[config.mk]
export PLATFORM = sky130hd
export DESIGN_NAME = mem_access_seq
export DESIGN_NICKNAME = d
export VERILOG_FILES = /design/src/rtl/mem_access_seq.sv
export SDC_FILE = /design/constraint.sdc
export NUM_CORES = 1
export LEC_CHECK = 0
export ABC_CLOCK_PERIOD_IN_PS = 4000
export CAP_MARGIN = 20
export CORE_MARGIN = 1.5
export CORE_UTILIZATION = 30
export DETAILED_ROUTE_END_ITERATION = 16
export HOLD_SLACK_MARGIN = 0.02
export PLACE_DENSITY = 0.53
export RECOVER_POWER = 25
export REMOVE_ABC_BUFFERS = 1
export SLEW_MARGIN = 5
export SYNTH_ARGS = -nofsm -noshare
export SYNTH_HDL_FRONTEND = slang
export SYNTH_SLANG_ARGS = --single-unit
[constraint.sdc]
create_clock -name CLK -period 4 [get_ports CLK]
set_input_delay 0.8 -clock CLK [delete_from_list [all_inputs] [get_ports CLK]]
set_output_delay 0.8 -clock CLK [all_outputs]
set_load 0.005 [all_outputs]
[src/rtl/mem_access_seq.sv]
// Byte-serial load/store sequencer: splits 8/16-bit requests into single-byte memory cycles
// and reassembles load results into a 16-bit response.
module mem_access_seq #(
    parameter bit BIG_ENDIAN = 1'b0
) (
    input  logic        CLK,
    input  logic        RESET,
    input  logic        req_valid,
    output logic        req_ready,
    input  logic        req_write,
    input  logic        req_wide,
    input  logic [7:0]  req_addr,
    input  logic [15:0] req_wdata,
    output logic [7:0]  mem_addr,
    output logic [7:0]  mem_wdata,
    output logic        mem_we,
    input  logic [7:0]  mem_rdata,
    output logic        resp_valid,
    output logic [15:0] resp_rdata
);

    typedef enum logic [1:0] {IDLE, BYTE0, BYTE1, DONE} state_t;

    state_t      r_state;
    state_t      w_next_state;
    logic        r_write;
    logic        r_wide;
    logic [7:0]  r_addr;
    logic [15:0] r_wdata;
    logic [7:0]  r_last_addr;
    logic [7:0]  r_last_wdata;
    logic [7:0]  r_lo;
    logic [15:0] r_resp_rdata;

    logic        w_accept;
    logic [7:0]  w_addr_next;
    logic [7:0]  w_byte0_addr;
    logic [7:0]  w_byte1_addr;

    assign w_accept    = req_valid && (r_state == IDLE);
    assign w_addr_next = r_addr + 8'd1;
    // BYTE0 always carries the low data byte, BYTE1 the high byte; only the address differs.
    assign w_byte0_addr = (BIG_ENDIAN && r_wide) ? w_addr_next : r_addr;
    assign w_byte1_addr = BIG_ENDIAN ? r_addr : w_addr_next;

    always_ff @(posedge CLK or posedge RESET) begin
        if (RESET) begin
            r_state <= IDLE;
        end else begin
            r_state <= w_next_state;
        end
    end

    always_comb begin
        w_next_state = r_state;
        unique case (r_state)
            IDLE:    if (req_valid) w_next_state = BYTE0;
            BYTE0:   w_next_state = r_wide ? BYTE1 : DONE;
            BYTE1:   w_next_state = DONE;
            DONE:    w_next_state = IDLE;
            default: w_next_state = IDLE;
        endcase
    end

    always_comb begin
        req_ready  = 1'b0;
        mem_we     = 1'b0;
        resp_valid = 1'b0;
        mem_addr   = r_last_addr;
        mem_wdata  = r_last_wdata;
        unique case (r_state)
            IDLE: req_ready = 1'b1;
            BYTE0: begin
                mem_we    = r_write;
                mem_addr  = w_byte0_addr;
                mem_wdata = r_wdata[7:0];
            end
            BYTE1: begin
                mem_we    = r_write;
                mem_addr  = w_byte1_addr;
                mem_wdata = r_wdata[15:8];
            end
            DONE:    resp_valid = 1'b1;
            default: req_ready = 1'b0;
        endcase
    end

    always_ff @(posedge CLK or posedge RESET) begin
        if (RESET) begin
            r_write      <= 1'b0;
            r_wide       <= 1'b0;
            r_addr       <= 8'h00;
            r_wdata      <= 16'h0000;
            r_last_addr  <= 8'h00;
            r_last_wdata <= 8'h00;
            r_lo         <= 8'h00;
            r_resp_rdata <= 16'h0000;
        end else begin
            if (w_accept) begin
                r_write <= req_write;
                r_wide  <= req_wide;
                r_addr  <= req_addr;
                r_wdata <= req_wdata;
            end
            if (r_state == BYTE0 || r_state == BYTE1) begin
                r_last_addr  <= mem_addr;
                r_last_wdata <= mem_wdata;
            end
            // The visible result only changes when a load completes.
            if (r_state == BYTE0 && !r_write) begin
                if (r_wide) begin
                    r_lo <= mem_rdata;
                end else begin
                    r_resp_rdata <= {8'h00, mem_rdata};
                end
            end
            if (r_state == BYTE1 && !r_write) begin
                r_resp_rdata <= {mem_rdata, r_lo};
            end
        end
    end

    assign resp_rdata = r_resp_rdata;

endmodule
Word-level counts from Yosys, hierarchy flattened

Cells that the tools add are included.

Flip-flop bits (word level): 68
Bits of input ports: 37
Output and inout bits: 35

Add/sub/neg operators: 1
Equal/unequal tests: 5
Multiplexer cells: 11
Reductions and logical operators: 10

Operators by type and width:

| kind                  | count |
|---|---|
| $mux W16              | 3 |
| $pmux W8 S2           | 2 |
| $add A8 B1 Y8 const B | 1 |
| $pmux W2 S4           | 1 |
| $eq A2 B2 Y1 const B  | 2 |
| $mux W1               | 4 |
| $reduce_and A2 Y1     | 2 |
| $logic_and A1 B1 Y1   | 3 |
| $eq A2 B1 Y1 const B  | 1 |
| $logic_not A2 Y1      | 1 |
| $mux W2               | 1 |
| $ne A2 B1 Y1 const B  | 1 |
| $ne A2 B2 Y1 const B  | 1 |
| $reduce_bool A2 Y1    | 1 |
| $reduce_or A2 Y1      | 1 |
| $logic_not A1 Y1      | 1 |
| $logic_or A1 B1 Y1    | 1 |

Depth between registers and ports, before layout

Gate-level depths: netlist of the first run.

Word-level depth: 4
Mapped depth: 8
Mapped depth without buffers: 6

Worst setup path after synthesis of the first run

Ideal clock, no wire load.

Path type: register -> output
Start: reg r_state[0]
End: out mem_addr[2]
Arrival time: 1.294 ns
Required time: 3.200 ns
Path slack: 1.906 ns
Cell stages (with the launch flop): 7
Buffers on the path: 2
Path through: dfrtp_1 -> inv_1 -> ha_1 -> buf_2 -> buf_2 -> nand3b_1 -> a31oi_1

Word-level cells in the longest chain between the ends: 2
Elaborated cells between the ends (all ways): 3
Those cells by class: eq/ne: 2; mux: 1

RTL lines:

| item                                         | line | source |
|---|---|---|
| start: declaration                           | 24   | `state_t r_state;` |
| start signal: assignment                     | 50   | `r_state <= w_next_state;` |
| $eq A2 B2 Y1 or $eq A2 B1 Y1 (tied branches) | 71   | `unique case (r_state)` |
| $pmux W8 S2 (*)                              | 71   |  |
| end: declaration                             | 14   | `output logic [7:0] mem_addr,` |

Every way passes the cells marked *; elsewhere a longest branch is shown, timed or not.

Worst setup path in the final report of the first run

Ends and elaborated chain as after synthesis.

==> reports/qor.yml, run 1 <==
grt:
  grt_first_pass_wirelength_mm: 11.0
  grt.total_usage_pct: 13.9
  antenna_found_initial: 0
  grt_overflow: 0
  grt_max_degree: 46
  grt_pass1_vias: 2193
setup_path:
  r2r_slack_ns: 1.76
  crit_start: "r_state[0]"
  worst_setup_path_end_kind: "primary output"
  slowest_delay_ns: 0.70
  ff2ff_path_depth: 5
  start_kind: "flop"
  worstPathArrival_ns: 2.61
  crit_family: "adder cells"
  cp_max_fo: 20
  timing.rr.end: "resp_rdata[6]"
  cp_slowest_cell: "ha_1"
  path_buf_inv: 2
  r2r-start: "r_state[0]"
  path_class: "reg2out"
  crit_required_ns: 3.20
  path_cells: "inv_1 -> ha_1 -> nor2b_1 -> o21ai_0 -> a31oi_1 -> clkdlybuf4s50_1"
floorplan:
  rows: 36
  initial_core_util_pct: 31.0
  io_pins: 72
  dieWidth_um: 103
  die_area_um2: 10700
  core_um2: 9770
  die_y_um: 103
cts:
  root_buffer: "clkbuf_8"
  hold_buffers: 0
  cts_tree: "yes"
  cts_made_buffers: 9
  clockBufferDepth: 2
  clk_latency_ns: 0.34
  cts_setup_buffers: 0
  clock-sinks: 68
  clk_pin_slew_ns: 0.07
  cts_resized: 0
  h-tree-depth: 3
sta:
  setup_viol: 0
  fin_crit_sh_pct: 85.2
  max_slew.worst_pin.slew_ns: 1.19
  hold_viol: 0
  slew_headroom_pct: 20.7
  maxSlewViolCount: 0
  rsz0062_at_grt: "no"
  tns_ns: 0
  min_period_ns: 3.41
  finalClockSkew_ns: 0.0131
  timing.fmax_mhz: 293
drt:
  vias: 2160
  wirelength_mm: 6.77
  dr.pass1.iters: 6
  postRouteAntennaNets: 0
  wire_per_inst_um: 14.7
  vias_per_cell: 4.68
  drtIter0Drc: 67
  drc: 0
yosys:
  synth.most_common_cell: "dfrtp_1"
  synth_edf_count: 0
  ys.warnings.count: 0
  synthArstFlopShare_pct: 100
  avgSynthCellArea_um2: 12.0
  ys_types: 32
  synth_cells: 253
  syn_area_um2: 3030
  synth_flop_cell: "dfrtp_1"
  synth.area.top_cells: "dfrtp_1 56%, mux2_2 11%, a21oi_1 3.3%, mux2i_1 3.0%, o21ai_0 3.0%"
  synth_common_cells: "68 x dfrtp_1, 30 x mux2_2, 20 x a21oi_1, 18 x o21ai_0"
  yosysSeqAreaShare_pct: 56.2
  synth_top_area_cell: "dfrtp_1"
  synth_top_cell_area_share_pct: 56.2
  yosys_register_bits: 68
finish:
  layoutNonFillerInstCount: 462
  syn2layout_area_growth_pct: 34.8
  drive_above_1_share_pct: 15.5
  final-seq-area_um2: 1700
  n_antenna_cell: 0
  n_fill_cell: 974
  multi_input_area_um2: 1210
  nets: 366
placement:
  port_buffers: 71
  place_congestion: 0.736
  dp_cells: 446
  place_hpwl_mm: 4.55
run_status:
  status: "finished, final reports clean"
job:
  cap_violations: 0
hold_path:
  hold_path_end: "resp_rdata[6]"
  worstHoldPathType: "reg2reg"
  min-delay-start: "resp_rdata[6]"
  hold_depth: 2
pwr:
  ir_worst_vdd_v: 0.000287
  power_density_nw_per_um2: 950
  p_leak_nw: 1.73
==> power by group <==
part / internal (W) / total, W / switching (W)
Sequential: 0.00105 / 0.00125 / 0.000199
Combinational: 0.00107 / 0.00194 / 0.000865
Clock: 0.000431 / 0.000695 / 0.000264
Total: 0.00255 / 0.00388 / 0.00133
==> worst register-to-register path: stages (launching register included) <==
cell	delay [ns]
dfrtp_1	0.42
inv_1	0.10
ha_1	0.70
nand2b_1	0.52
mux2i_1	0.28
o21ai_0	0.09
==> how the worst max path moves through the flow <==
stage                        endpoint  cells after the start
after floorplan           mem_addr[6]                      4
after detailed placement  mem_addr[2]                      6
final                     mem_addr[2]                      6
after global routing      mem_addr[6]                      5
after CTS                 mem_addr[2]                      6
after global placement    mem_addr[5]                      5
==> metal layers <==
layer  global-route usage, %  wire length (um)  up-vias
met2                    21.3              3040       65
met4                    3.74                45        0
met3                    6.12               503        6
li1                        -                 -     1044
met5                       0                 0        -
met1                    18.0              3190     1045
==> flip-flops by register name, summed over array words and instances, names as in the netlist <==
name          flops
r_lo              8
r_state           2
r_last_addr       8
resp_rdata       16
r_addr            8
r_wdata          16
r_write           1
r_last_wdata      8
r_wide            1
==> cell families after synthesis <==
logic type,after synthesis,share of synthesized area (%)
xor gates and xnor gates,3,0.868
AOI/OAI and AO/OA,67,13.8
buffers and inverters,19,3.47
muxes,43,15.6
and+or+nand+nor,48,7.98
DFF,68,56.2
adders and majority gates,5,2.07
==> cells in the final DEF, fill, tap and decap left out <==
cell type        count
nand2b_1             2
nor2_1              14
mux2i_1              9
clkbuf_8            10
nand3b_2             1
buf_4                3
a22o_1               8
o221ai_1             2
nor2b_1              5
nand3_1              4
o21ai_1              3
clkinv_4             1
and2_1               1
a22oi_1              9
clkdlybuf4s50_1     69
clkinvlp_4           1
clkinv_2             1
clkbuf_1             1
nand4_1              1
xor2_1               2
bufinv_16            3
mux2_1               4
xnor2_1              1
o21bai_4             1
a21oi_1             20
dfrtp_1             68
nand3b_1             3
o21ai_0             18
a31oi_1              6
dlygate4sd3_1        2
inv_1                4
ha_1                 5
mux2_2              30
nand2_1             15
and3_1               2
==> layout make-up <==
type,instances,share of cell area (%)
Clock buffer,10,3.37
Clock inverter,6,2.73
Inverter,4,0.368
Multi-Input combinational cell,166,29.7
Sequential cell,68,41.7
Tap cell,133,4.08
Timing Repair Buffer,75,18.1
==> metrics by stage <==
| step | total power (W) | hold slack, ns | cell area (um^2) | utilization [%] | setup slack, ns |
|---|---|---|---|---|---|
| floorplan | 0.00228 | 0.464 | 2940 | - | 1.31 |
| CTS | 0.00396 | 0.496 | 4090 | 41.9 | 0.530 |
| detailed placement | 0.00324 | 0.476 | 3840 | 39.3 | 0.915 |
| finish | 0.00388 | 0.489 | 4080 | 41.7 | 0.593 |
| global placement | 0.00321 | 0.461 | 3840 | 39.3 | 0.987 |
| global route | 0.00421 | 0.512 | 4080 | 41.7 | 0.319 |
No activity file was read; power rests on OpenSTA's default activity.
==> inputs of run 2 (changes only) <==
--- a/config.mk
+++ b/config.mk
@@ -5,7 +5,6 @@
 export SDC_FILE = /design/constraint.sdc
 export NUM_CORES = 1
 export LEC_CHECK = 0
-export ABC_CLOCK_PERIOD_IN_PS = 4000
 export CAP_MARGIN = 20
 export CORE_MARGIN = 1.5
 export CORE_UTILIZATION = 30
==> results of run 2 <==
The final DEF is identical to that of run 1; final timing and power are the same.
==> inputs of run 3 (changes only) <==
--- a/config.mk
+++ b/config.mk
@@ -8,11 +8,13 @@
 export CAP_MARGIN = 20
 export CORE_MARGIN = 1.5
 export CORE_UTILIZATION = 30
+export CTS_BUF_LIST = sky130_fd_sc_hd__clkbuf_8
 export DETAILED_ROUTE_END_ITERATION = 16
 export HOLD_SLACK_MARGIN = 0.02
 export PLACE_DENSITY = 0.53
 export RECOVER_POWER = 25
 export REMOVE_ABC_BUFFERS = 1
+export SKIP_LAST_GASP = 1
 export SLEW_MARGIN = 5
 export SYNTH_ARGS = -nofsm -noshare
 export SYNTH_HDL_FRONTEND = slang
==> results of run 3 <==
The final DEF is identical to that of run 1; final timing and power are the same.
